File: src/rtl/ready_sequencer_if.sv
// Handshake bundle between the ready sequencer and its requester/consumer.
// Latency n/a; start/ack are level-sampled, ready is held until ack or timeout.
interface ready_sequencer_if #(
    parameter int CNT_W = 8
);
    logic             start;
    logic             ack;
    logic             ready;
    logic             busy;
    logic             done;
    logic             err;
    logic [CNT_W-1:0] txn_cnt;

    modport master (
        output start,
        output ack,
        input  ready,
        input  busy,
        input  done,
        input  err,
        input  txn_cnt
    );

    modport slave (
        input  start,
        input  ack,
        output ready,
        output busy,
        output done,
        output err,
        output txn_cnt
    );
endinterface

File: src/rtl/ready_sequencer.sv
// Raises a registered ready WAIT_CYCLES edges after start; holds it until ack or ACK_TIMEOUT.
// No backpressure: start is taken only in IDLE/ERR, ack only in READY, anything else is ignored.
module ready_sequencer #(
    parameter int WAIT_CYCLES = 4,
    parameter int ACK_TIMEOUT = 8,
    parameter int CNT_W       = 8
) (
    input  logic             clk,
    input  logic             rst,
    ready_sequencer_if.slave bus
);

    localparam int WAIT_W = 8;
    localparam int HOLD_W = (ACK_TIMEOUT > 2) ? $clog2(ACK_TIMEOUT) : 1;

    typedef enum logic [1:0] {
        ST_IDLE  = 2'd0,
        ST_WAIT  = 2'd1,
        ST_READY = 2'd2,
        ST_ERR   = 2'd3
    } state_e;

    state_e             state_q, state_d;
    logic [WAIT_W-1:0]  wait_q, wait_d;
    logic [HOLD_W-1:0]  hold_q, hold_d;
    logic [CNT_W-1:0]   txn_q, txn_d;
    logic               ready_q, ready_d;
    logic               busy_q, busy_d;
    logic               done_q, done_d;
    logic               err_q, err_d;

    // Inputs are only read inside the states that sample them, so an X elsewhere never reaches state.
    always_comb begin
        state_d = state_q;
        wait_d  = wait_q;
        hold_d  = hold_q;
        txn_d   = txn_q;
        ready_d = 1'b0;
        busy_d  = 1'b0;
        done_d  = 1'b0;
        err_d   = err_q;
        case (state_q)
            ST_IDLE: begin
                if (bus.start) begin
                    state_d = ST_WAIT;
                    wait_d  = '0;
                    busy_d  = 1'b1;
                end
            end
            ST_WAIT: begin
                busy_d = 1'b1;
                if (wait_q == WAIT_W'(WAIT_CYCLES - 1)) begin
                    state_d = ST_READY;
                    hold_d  = '0;
                    ready_d = 1'b1;
                end else begin
                    wait_d = wait_q + 1'b1;
                end
            end
            ST_READY: begin
                if (bus.ack) begin
                    state_d = ST_IDLE;
                    done_d  = 1'b1;
                    txn_d   = txn_q + 1'b1;
                end else if ((ACK_TIMEOUT != 0) && (hold_q == HOLD_W'(ACK_TIMEOUT - 1))) begin
                    state_d = ST_ERR;
                    err_d   = 1'b1;
                end else begin
                    ready_d = 1'b1;
                    busy_d  = 1'b1;
                    hold_d  = hold_q + 1'b1;
                end
            end
            ST_ERR: begin
                if (bus.start) begin
                    state_d = ST_WAIT;
                    wait_d  = '0;
                    err_d   = 1'b0;
                    busy_d  = 1'b1;
                end
            end
            default: begin
                state_d = ST_IDLE;
            end
        endcase
    end

    always_ff @(posedge clk) begin
        if (rst) begin
            state_q <= ST_IDLE;
            wait_q  <= '0;
            hold_q  <= '0;
            txn_q   <= '0;
            ready_q <= 1'b0;
            busy_q  <= 1'b0;
            done_q  <= 1'b0;
            err_q   <= 1'b0;
        end else begin
            state_q <= state_d;
            wait_q  <= wait_d;
            hold_q  <= hold_d;
            txn_q   <= txn_d;
            ready_q <= ready_d;
            busy_q  <= busy_d;
            done_q  <= done_d;
            err_q   <= err_d;
        end
    end

    assign bus.ready   = ready_q;
    assign bus.busy    = busy_q;
    assign bus.done    = done_q;
    assign bus.err     = err_q;
    assign bus.txn_cnt = txn_q;

endmodule

File: src/flat_wrapper.sv
// flat-port wrapper written by rule: the top's interface ports become plain ports
module ready_sequencer_flat 
#(
    parameter int WAIT_CYCLES = 4,
    parameter int ACK_TIMEOUT = 8,
    parameter int CNT_W       = 8
)
  (clk, rst, bus_start, bus_ack, bus_ready, bus_busy, bus_done, bus_err, bus_txn_cnt);
  ready_sequencer_if #(.CNT_W(CNT_W)) bus_i ();
  input  logic clk;
  input  logic rst;
  input wire logic [$bits(bus_i.start)-1:0] bus_start;
  input wire logic [$bits(bus_i.ack)-1:0] bus_ack;
  output wire logic [$bits(bus_i.ready)-1:0] bus_ready;
  output wire logic [$bits(bus_i.busy)-1:0] bus_busy;
  output wire logic [$bits(bus_i.done)-1:0] bus_done;
  output wire logic [$bits(bus_i.err)-1:0] bus_err;
  output wire logic [$bits(bus_i.txn_cnt)-1:0] bus_txn_cnt;
  assign bus_i.start = bus_start;
  assign bus_i.ack = bus_ack;
  assign bus_ready = bus_i.ready;
  assign bus_busy = bus_i.busy;
  assign bus_done = bus_i.done;
  assign bus_err = bus_i.err;
  assign bus_txn_cnt = bus_i.txn_cnt;
  ready_sequencer #(.WAIT_CYCLES(WAIT_CYCLES), .ACK_TIMEOUT(ACK_TIMEOUT), .CNT_W(CNT_W)) u_core (.clk(clk), .rst(rst), .bus(bus_i));
endmodule
File: config.mk
export PLATFORM = sky130hd
export DESIGN_NAME = ready_sequencer_flat
export DESIGN_NICKNAME = d
export VERILOG_FILES = /design/src/rtl/ready_sequencer_if.sv /design/src/rtl/ready_sequencer.sv /design/src/flat_wrapper.sv
export SDC_FILE = /design/constraint.sdc
export NUM_CORES = 1
export LEC_CHECK = 0
export BUFFER_PORTS_ARGS = -buffer_cell sky130_fd_sc_hd__buf_2
export CAP_MARGIN = 20
export CORE_UTILIZATION = 50
export DETAILED_ROUTE_END_ITERATION = 6
export MAX_ROUTING_LAYER = met4
export PLACE_DENSITY = 0.66
export SYNTH_ARGS = -nofsm -noshare
export SYNTH_HDL_FRONTEND = slang
export SYNTH_SLANG_ARGS = --single-unit
File: constraint.sdc
create_clock -name clk -period 2.2 [get_ports clk]
set_input_delay 0.11 -clock clk [delete_from_list [all_inputs] [get_ports clk]]
set_output_delay 0.11 -clock clk [all_outputs]
set_load 0.1 [all_outputs]
# Word level (Yosys, flattened, before mapping)
# Cells that the tools add are included.
[totals]
reg_bits = 25
wordCells = 59
[classes]
add_sub_neg = 3
n_eq_ne = 13
mux = 23
bitwise = 1
reduce_logical = 11
[op_table]
columns = ["operator", "count"]
rows = [
  ["8-bit by 1-bit adder with 8-bit output (second input constant)", 2],
  ["8-bit two-way mux", 2],
  ["8-bit case mux with 2 select lines", 1],
  ["3-bit two-way mux", 3],
  ["8-bit by 2-bit equality test with 1-bit output (second input constant)", 1],
  ["1-bit two-way mux", 8],
  ["2-bit two-way mux", 4],
  ["2-bit != test (second input constant)", 4],
  ["4-bit AND reduction", 2],
  ["2-bit by 1-bit != test with 1-bit output (second input constant)", 3],
  ["2-bit case mux with 3 select lines", 1],
  ["3-bit case mux with 2 select lines", 1],
  ["3-bit AND reduction", 2],
  ["2-bit nonzero test", 3],
  ["2-bit equality test (second input constant)", 2],
  ["1-bit case mux with 2 select lines", 2],
  ["2-bit OR reduction", 2],
  ["3-bit by 1-bit adder with 3-bit output (second input constant)", 1],
  ["3-bit equality test (second input constant)", 1],
  ["3-bit by 2-bit != test with 1-bit output (second input constant)", 1],
  ["1-bit case mux with 3 select lines", 1],
  ["2-bit by 1-bit equality test with 1-bit output (second input constant)", 1],
  ["2-bit logical NOT", 1],
  ["2-bit AND reduction", 1],
  ["1-bit NOT", 1],
]

# Longest topological paths before layout
# Gate-level depths: netlist of the first run.
[logic_depth]
depth_word = 4
mapped_depth = 7

# Worst setup path after synthesis of the first run
# No wires, ideal clock.
[synth_path]
path_kind = "flip-flop to flip-flop"
startpoint = "reg u_core.hold_q[0]"
endpoint = "reg u_core.hold_q[1]"
setup_time_ps = 70
t_arrival_ps = 1761
t_required_ps = 2130
setup_slack_ps = 369
stages_incl_launch_ff = 8
path_buffers = 1
synth_period_minus_slack_ps = 1831
cell_sequence = "dfxtp_1 ha_1 ha_1 or3b_1 clkbuf_1 o21a_1 or3_1 a21oi_1"
[synth_between]
elab_chain_len = 4
word_cells_on_any_way = 7
[synth_lines]
columns = ["element", "line", "rtl"]
rows = [
  ["start: declaration", "ready_sequencer.sv:25", "logic [HOLD_W-1:0] hold_q, hold_d;"],
  ["start signal: assignment", "ready_sequencer.sv:101", "hold_q <= hold_d;"],
  ["3-bit by 1-bit adder with 3-bit output", "ready_sequencer.sv:71", "hold_d = hold_q + 1'b1;"],
  ["3-bit two-way mux", "ready_sequencer.sv:65", "end else if ((ACK_TIMEOUT != 0) && (hold_q == HOLD_W'(ACK_TIMEOUT - 1))) begin"],
  ["3-bit two-way mux", "ready_sequencer.sv:61", "if (bus.ack) begin"],
  ["3-bit case mux with 2 select lines", "ready_sequencer.sv:42", "case (state_q)"],
]
# Parallel ways exist; a longest one is shown, timed or not. The select of a mux whose other input is x is not followed.
# A chain may end at the register's enable or synchronous reset.

# Worst setup path in the final report of the first run
# Ends and elaborated chain as after synthesis.

==> load_flow_metrics.sql, run 1 <==
INSERT INTO impl_metrics (metric_group, metric, value, unit) VALUES
('setup_path', 'worstRegToRegCells', '6', ''),
('detailed_routing', 'drt_iter0_markers', '24', ''),
('global_route', 'global_route.overflow_total', '0', ''),
('detailed_routing', 'sum_of_routed_wire_length_over_all_layers', '2.51', 'mm'),
('global_route', 'grt_first_pass_wirelength', '4.15', 'mm'),
('setup_path', 'worstSetupPathType', 'reg2reg', ''),
('synthesis', 'synth_area_leader_cell', 'sky130_fd_sc_hd__dfxtp_1', ''),
('setup_path', 'rr_endpoint', 'u_core.hold_q[1]$_SDFFE_PP0P_', ''),
('final_layout', 'commonest_non_fill_non_tap_cells_in_the_layout', 'sky130_fd_sc_hd__dfxtp_1 (25), sky130_fd_sc_hd__a21oi_1 (16), sky130_fd_sc_hd__buf_2 (15), sky130_fd_sc_hd__o21ai_0 (11), sky130_fd_sc_hd__nor2_1 (10)', ''),
('floorplanning', 'die_height', '52.7', 'µm'),
('flow_run', 'cap_violations', '0', ''),
('sta', 'setup_tns', '0', 'ns'),
('sta', 'final-setup-viol-count', '0', ''),
('hold_path', 'worstHoldPathType', 'in2reg', ''),
('floorplanning', 'fp.coreArea', '2450', 'µm²'),
('sta', 'worst_slew_margin_rel', '67.9', '%'),
('global_route', 'grt_pass1_vias', '942', ''),
('detailed_routing', 'routed_via_density', '5.87', ''),
('pwr', 'worst_ir_drop_vdd', '0.617', 'mV'),
('clock_tree', 'cts.htree.levels', '1', ''),
('detailed_routing', 'via_total_after_detailed_routing', '1121', ''),
('global_route', 'met3_resource_use_gr', '4.35', '%'),
('synthesis', 'synth_top_area_share', '38.9', '%'),
('synthesis', 'synthDistinctLibCells', '37', ''),
('synthesis', 'synth.yosys.seq_area_share', '38.9', '%'),
('run_status', 'status', 'finished, final reports clean', ''),
('synthesis', 'postSynthRegisterBits', '25', ''),
('sta', 'slew_viol_final', '0', ''),
('floorplanning', 'die_x', '52.7', 'µm'),
('detailed_routing', 'wire_per_inst', '13.2', 'µm'),
('setup_path', 'crit_required', '2.45', 'ns'),
('detailed_routing', 'firstDrtPassIters', '4', ''),
('global_route', 'grtUsageMet2', '30.4', '%'),
('synthesis', 'combined_area_of_all_synthesized_cells', '1290', 'µm²'),
('pwr', 'power_density', '868', 'nW/µm²'),
('setup_path', 'timing.critical_path.to_type', 'flop', ''),
('hold_path', 'whs_path_depth', '2', ''),
('pwr', 'cellLeakagePower', '0.579', 'nW'),
('global_route', 'grt_use_total', '20.8', '%'),
('synthesis', 'synth_fp_nets', '159', ''),
('global_route', 'grt_start_max_net_pins', '26', ''),
('clock_tree', 'insertion_delay', '0.31', 'ns'),
('clock_tree', 'cts-root-to-sink-buffers', '2', ''),
('clock_tree', 'tritoncts', 'yes', ''),
('synthesis', 'synth.avg_cell_area', '8.76', 'µm²'),
('clock_tree', 'cts_buffers', '3', ''),
('detailed_routing', 'post-route-drc-count', '0', ''),
('setup_path', 'r2r-start', 'u_core.hold_q[0]$_SDFFE_PP0P_', ''),
('floorplanning', 'initial_util', '52.4', '%'),
('place', 'numPortBuffers', '15', ''),
('global_route', 'grt-busiest-layer', 'met2', ''),
('global_route', 'number_of_antenna_violations_at_the_first_check_in_global_routing', '0', ''),
('hold_path', 'min_delay_worst_endpoint', 'u_core.bus.err$_SDFFE_PP0P_', ''),
('clock_tree', 'holdBufCountCts', '0', ''),
('synthesis', 'synth_area_leaders', 'sky130_fd_sc_hd__dfxtp_1 (39%), sky130_fd_sc_hd__ha_1 (7.8%), sky130_fd_sc_hd__a21oi_1 (6.2%), sky130_fd_sc_hd__xor2_1 (4.8%), sky130_fd_sc_hd__o21ai_0 (4.3%)', ''),
('place', 'dp_hpwl', '1.80', 'mm'),
('sta', 'rsz0062_at_grt', 'false', ''),
('global_route', 'global_route.usage.met1', '29.0', '%'),
('detailed_routing', 'ant_nets', '0', ''),
('final_layout', 'drive_gt1_share', '16.1', '%'),
('synthesis', 'synth_cells', '147', ''),
('clock_tree', 'path_clk_slew', '0.13', 'ns'),
('setup_path', 'cp-start-kind', 'flop', ''),
('setup_path', 'reg2reg_slack', '0.26', 'ns'),
('final_layout', 'num-nets-final', '174', ''),
('floorplanning', 'ioPinCount', '16', ''),
('floorplanning', 'die_area', '2780', 'µm²'),
('sta', 'finalWorstPathRequiredPeriod', '1.94', 'ns'),
('clock_tree', 'post_cts_buffers', '0', ''),
('place', 'place_congestion', '0.822', ''),
('clock_tree', 'post_cts_resize_count', '0', '');
## sequential cells by signal (all words and copies together) (netlist names)
register	cells
u_core.bus.done	1
u_core.bus.busy	1
u_core.bus.txn_cnt	8
u_core.bus.ready	1
u_core.bus.err	1
u_core.hold_q	3
u_core.wait_q	8
u_core.state_q	2
## kinds of logic (layout without fill, tap and decap cells)
logic type / after synthesis / after routing / synth area share [%]
AND/OR/NAND/NOR: 51 / 51 / 23.4
AO/OA/AOI/OAI: 42 / 42 / 20.4
flip-flops: 25 / 25 / 38.9
buffers and inverters: 14 / 28 / 4.76
adder cells (fa/ha/maj): 8 / 8 / 7.77
XOR/XNOR: 7 / 7 / 4.76
## how the worst max path moves through the flow
stage	endpoint	depth (start not counted)	start	slack, ns
2_1_floorplan	u_core.hold_q[1]$_SDFFE_PP0P_	7	u_core.hold_q[0]$_SDFFE_PP0P_	0.37
3_3_place_gp	u_core.hold_q[2]$_SDFFE_PP0P_	6	u_core.hold_q[0]$_SDFFE_PP0P_	0.34
3_5_place_dp	u_core.hold_q[1]$_SDFFE_PP0P_	6	u_core.hold_q[0]$_SDFFE_PP0P_	0.28
4_1_cts	u_core.hold_q[1]$_SDFFE_PP0P_	6	u_core.hold_q[0]$_SDFFE_PP0P_	0.25
5_1_grt	u_core.hold_q[1]$_SDFFE_PP0P_	6	u_core.hold_q[0]$_SDFFE_PP0P_	0.16
6_report	u_core.hold_q[1]$_SDFFE_PP0P_	6	u_core.hold_q[0]$_SDFFE_PP0P_	0.26
## through the flow
step / cell area, µm² / hold WS (ns) / power [mW] / std cells
final: 1410 / 0.0314 / 1.22 / 191
after global routing: 1410 / 0.00797 / 1.32 / 191
after CTS: 1410 / 0.0173 / 1.23 / 191
after detailed placement: 1380 / 0.362 / 1.03 / 187
after global placement: 1380 / 0.359 / 1.02 / 187
after floorplan: 1290 / 0.226 / 0.901 / 147
## cell usage after synthesis, drive strengths merged
library cell / count
and2: 1
nor3: 4
nor2: 10
inv: 6
o31ai: 3
nand2: 7
nand3: 4
or4: 1
xor2: 7
or3: 3
nor2b: 1
nand2b: 3
nor4: 1
or4b: 1
o21ai: 11
and4: 2
dfxtp: 25
or2: 1
a41oi: 2
o2111ai: 1
and3: 5
o21a: 2
clkbuf: 6
a21oi: 16
buf: 2
a311oi: 1
a31oi: 4
a211oi: 2
or3b: 1
nand4b: 1
nand3b: 1
nand4: 4
ha: 8
## cell type report
type,instances,area [µm²]
fill,218,1040
timing repair buffer,18,97.6
inverter,6,22.5
clock buffer,4,26.3
tap,30,37.5
multi-input combinational,108,726
sequential,25,500
## critical path, cell delays in order (launching register included)
cell                      delay (ns)
sky130_fd_sc_hd__dfxtp_1        0.34
sky130_fd_sc_hd__ha_1           0.20
sky130_fd_sc_hd__ha_1           0.22
sky130_fd_sc_hd__or3b_1         0.45
sky130_fd_sc_hd__o21a_1         0.18
sky130_fd_sc_hd__or3_1          0.35
sky130_fd_sc_hd__a21oi_1        0.14
## power breakdown
part	switching [mW]	internal (mW)
combinational	0.334	0.171
sequential	0.0297	0.488
clock	0.132	0.0707
## layer usage
layer  up-vias  wire (µm)
li1        567          -
met1       539       1320
met2        13       1130
met3         2         57
met4         0         10
met5         -          0
(Power assumes the default switching activity.)
==> inputs of run 2 (changes only) <==
--- a/config.mk
+++ b/config.mk
@@ -7,6 +7,7 @@
 export LEC_CHECK = 0
 export BUFFER_PORTS_ARGS = -buffer_cell sky130_fd_sc_hd__buf_2
 export CAP_MARGIN = 20
+export CORE_ASPECT_RATIO = 1.25
 export CORE_UTILIZATION = 50
 export DETAILED_ROUTE_END_ITERATION = 6
 export MAX_ROUTING_LAYER = met4
==> constraint.sdc (replaced) <==
create_clock -name clk -period 2.2 [get_ports clk]
set_input_delay 0.11 -clock clk [delete_from_list [all_inputs] [get_ports clk]]
set_output_delay 0.11 -clock clk [all_outputs]
set_load 0.005 [all_outputs]
==> load_flow_metrics.sql, run 2 (same netlist as run 1, synthesis figures left out) <==
INSERT INTO impl_metrics (metric_group, metric, value, unit) VALUES
('run_status', 'status', 'finished, final reports clean', ''),
('setup_path', 'rr_endpoint', 'u_core.hold_q[2]$_SDFFE_PP0P_', ''),
('global_route', 'global_route.overflow_total', '0', ''),
('floorplanning', 'ioPinCount', '16', ''),
('sta', 'slew_viol_final', '0', ''),
('global_route', 'number_of_antenna_violations_at_the_first_check_in_global_routing', '0', ''),
('detailed_routing', 'ant_nets', '0', ''),
('sta', 'setup_tns', '0', 'ns'),
('final_layout', 'diodes', '0', ''),
('pwr', 'sw_frac_of_total', '37.0', '%'),
('detailed_routing', 'via_total_after_detailed_routing', '1123', ''),
('pwr', 'power_density', '818', 'nW/µm²'),
('clock_tree', 'cts-root-to-sink-buffers', '2', ''),
('setup_path', 'worst_ep_arrival', '2.22', 'ns'),
('setup_path', 'worstSetupEndpoint', 'u_core.hold_q[2]$_SDFFE_PP0P_', ''),
('final_layout', 'commonest_non_fill_non_tap_cells_in_the_layout', 'sky130_fd_sc_hd__dfxtp_1 (25), sky130_fd_sc_hd__a21oi_1 (16), sky130_fd_sc_hd__buf_2 (15), sky130_fd_sc_hd__o21ai_0 (11), sky130_fd_sc_hd__nor2_1 (10)', ''),
('floorplanning', 'die_x', '47.4', 'µm'),
('sta', 'finalWorstPathRequiredPeriod', '1.96', 'ns'),
('detailed_routing', 'post-route-drc-count', '0', ''),
('final_layout', 'mostFrequentLayoutCell', 'sky130_fd_sc_hd__dfxtp_1', ''),
('place', 'dp_hpwl', '1.83', 'mm'),
('place', 'worst_case_setup_slack_after_placement', '0.277', 'ns'),
('place', 'numPortBuffers', '15', ''),
('flow_run', 'cap_violations', '0', ''),
('clock_tree', 'holdBufCountCts', '0', ''),
('sta', 'post-route-worst-setup-slack', '0.237', 'ns'),
('clock_tree', 'path_clk_slew', '0.13', 'ns'),
('floorplanning', 'die_area', '2780', 'µm²'),
('global_route', 'grt_use_total', '21.0', '%'),
('setup_path', 'maximum_fanout_encountered_on_the_critical_timing_path', '6', ''),
('global_route', 'grt-busiest-layer', 'met2', ''),
('sta', 'slew_of_the_pin_with_the_lowest_slew_margin', '0.466', 'ns'),
('global_route', 'grtUsageMet2', '34.6', '%'),
('pwr', 'cellLeakagePower', '0.579', 'nW'),
('clock_tree', 'clock_sinks', '25', ''),
('pwr', 'combPwrFrac', '37.6', '%'),
('sta', 'final.setup_skew', '0.00142', 'ns'),
('global_route', 'global_route.usage.met1', '25.0', '%'),
('final_layout', 'syn2layout_area_growth', '9.82', '%'),
('final_layout', 'fillerInstances', '238', ''),
('detailed_routing', 'sum_of_routed_wire_length_over_all_layers', '2.58', 'mm'),
('setup_path', 'timing.critical_path.to_type', 'flop', ''),
('sta', 'final-setup-viol-count', '0', ''),
('setup_path', 'crit_required', '2.46', 'ns'),
('floorplanning', 'die_height', '58.7', 'µm'),
('clock_tree', 'tritoncts', 'yes', ''),
('sta', 'rsz0062_at_grt', 'false', ''),
('setup_path', 'cp-start-kind', 'flop', ''),
('clock_tree', 'cts_buffers', '3', ''),
('setup_path', 'worstRegToRegCells', '6', ''),
('final_layout', 'drive_gt1_share', '16.1', '%'),
('detailed_routing', 'wire_per_inst', '13.3', 'µm'),
('sta', 'fin_crit_sh', '89.2', '%'),
('clock_tree', 'insertion_delay', '0.32', 'ns'),
('global_route', 'grt_pass1_vias', '1009', ''),
('global_route', 'grt_start_max_net_pins', '26', ''),
('pwr', 'cellInternalPower', '729', 'µW'),
('clock_tree', 'root_buffer', 'sky130_fd_sc_hd__clkbuf_4', ''),
('detailed_routing', 'drt_iter0_markers', '24', ''),
('hold_path', 'worstHoldPathType', 'in2reg', ''),
('final_layout', 'num-nets-final', '174', ''),
('floorplanning', 'floorplan.rows', '20', ''),
('pwr', 'worst_ir_drop_vdd', '0.592', 'mV'),
('clock_tree', 'post_cts_resize_count', '0', ''),
('setup_path', 'r2r-start', 'u_core.hold_q[0]$_SDFFE_PP0P_', ''),
('pwr', 'power.switching', '429', 'µW'),
('clock_tree', 'cts.htree.levels', '1', ''),
('global_route', 'grt_first_pass_wirelength', '4.18', 'mm'),
('floorplanning', 'fp.coreArea', '2430', 'µm²'),
('detailed_routing', 'firstDrtPassIters', '4', ''),
('sta', 'report.final.hold_viol_count', '0', ''),
('pwr', 'pwr-share-clk', '17.8', '%'),
('floorplanning', 'initial_util', '53.0', '%'),
('setup_path', 'startpoint', 'u_core.hold_q[0]$_SDFFE_PP0P_', ''),
('sta', 'worst_slew_margin_rel', '68.9', '%'),
('setup_path', 'worstSetupPathType', 'reg2reg', ''),
('place', 'place_congestion', '0.808', ''),
('clock_tree', 'post_cts_buffers', '0', ''),
('setup_path', 'reg2reg_slack', '0.24', 'ns'),
('sta', 'clock.fmax', '0.509', 'GHz'),
('global_route', 'met3_resource_use_gr', '2.76', '%'),
('detailed_routing', 'routed_via_density', '5.79', ''),
('pwr', 'power.sequential.fraction', '44.6', '%');
## run 2: power by group through the flow
stage | Clock [mW] | Combinational [mW] | Sequential (mW)
after global routing | 0.231 | 0.499 | 0.522
after global placement | 0 | 0.426 | 0.524
after floorplan | 0 | 0.310 | 0.522
final | 0.206 | 0.435 | 0.516
after CTS | 0.215 | 0.435 | 0.517
after detailed placement | 0 | 0.432 | 0.527
## run 2: final cells by class
class,instances,area (µm²),share of cell area (%)
Tap cell,33,41.3,2.92
Timing Repair Buffer,18,97.6,6.90
Clock buffer,4,26.3,1.86
Inverter,6,22.5,1.59
Sequential cell,25,500,35.4
Multi-Input combinational cell,108,726,51.3
## run 2: how the worst min path moves through the flow
stage	cells past startpoint	startpoint	endpoint
after floorplan	1	bus_start	u_core.bus.err$_SDFFE_PP0P_
after global placement	2	bus_start	u_core.bus.err$_SDFFE_PP0P_
after detailed placement	2	bus_start	u_core.bus.err$_SDFFE_PP0P_
after CTS	2	bus_start	u_core.bus.err$_SDFFE_PP0P_
after global routing	2	bus_start	u_core.bus.err$_SDFFE_PP0P_
final	2	bus_start	u_core.bus.err$_SDFFE_PP0P_
## run 2: metal layers
metal / up-vias / part of all wire, %
li1: 562 / -
met5: - / 0
met3: 5 / 3.1
met2: 19 / 48
met1: 537 / 47
met4: 0 / 1.6
## run 2: metrics by stage
stage | hold slack, ns | util (%) | std cells | power, mW | instance area, µm²
after floorplan | 0.226 | - | 147 | 0.832 | 1290
after global placement | 0.348 | 57.2 | 190 | 0.950 | 1390
after detailed placement | 0.361 | 57.2 | 190 | 0.960 | 1390
after CTS | 0.00165 | 58.2 | 194 | 1.17 | 1410
after global routing | 0.0261 | 58.2 | 194 | 1.25 | 1410
final | 0.0178 | 58.2 | 194 | 1.16 | 1410
## run 2: critical path: stages, from the launching register on
cell	delay [ns]
sky130_fd_sc_hd__dfxtp_1	0.35
sky130_fd_sc_hd__ha_1	0.20
sky130_fd_sc_hd__ha_1	0.22
sky130_fd_sc_hd__or3b_1	0.45
sky130_fd_sc_hd__o21a_1	0.18
sky130_fd_sc_hd__or3_1	0.35
sky130_fd_sc_hd__a21oi_1	0.15
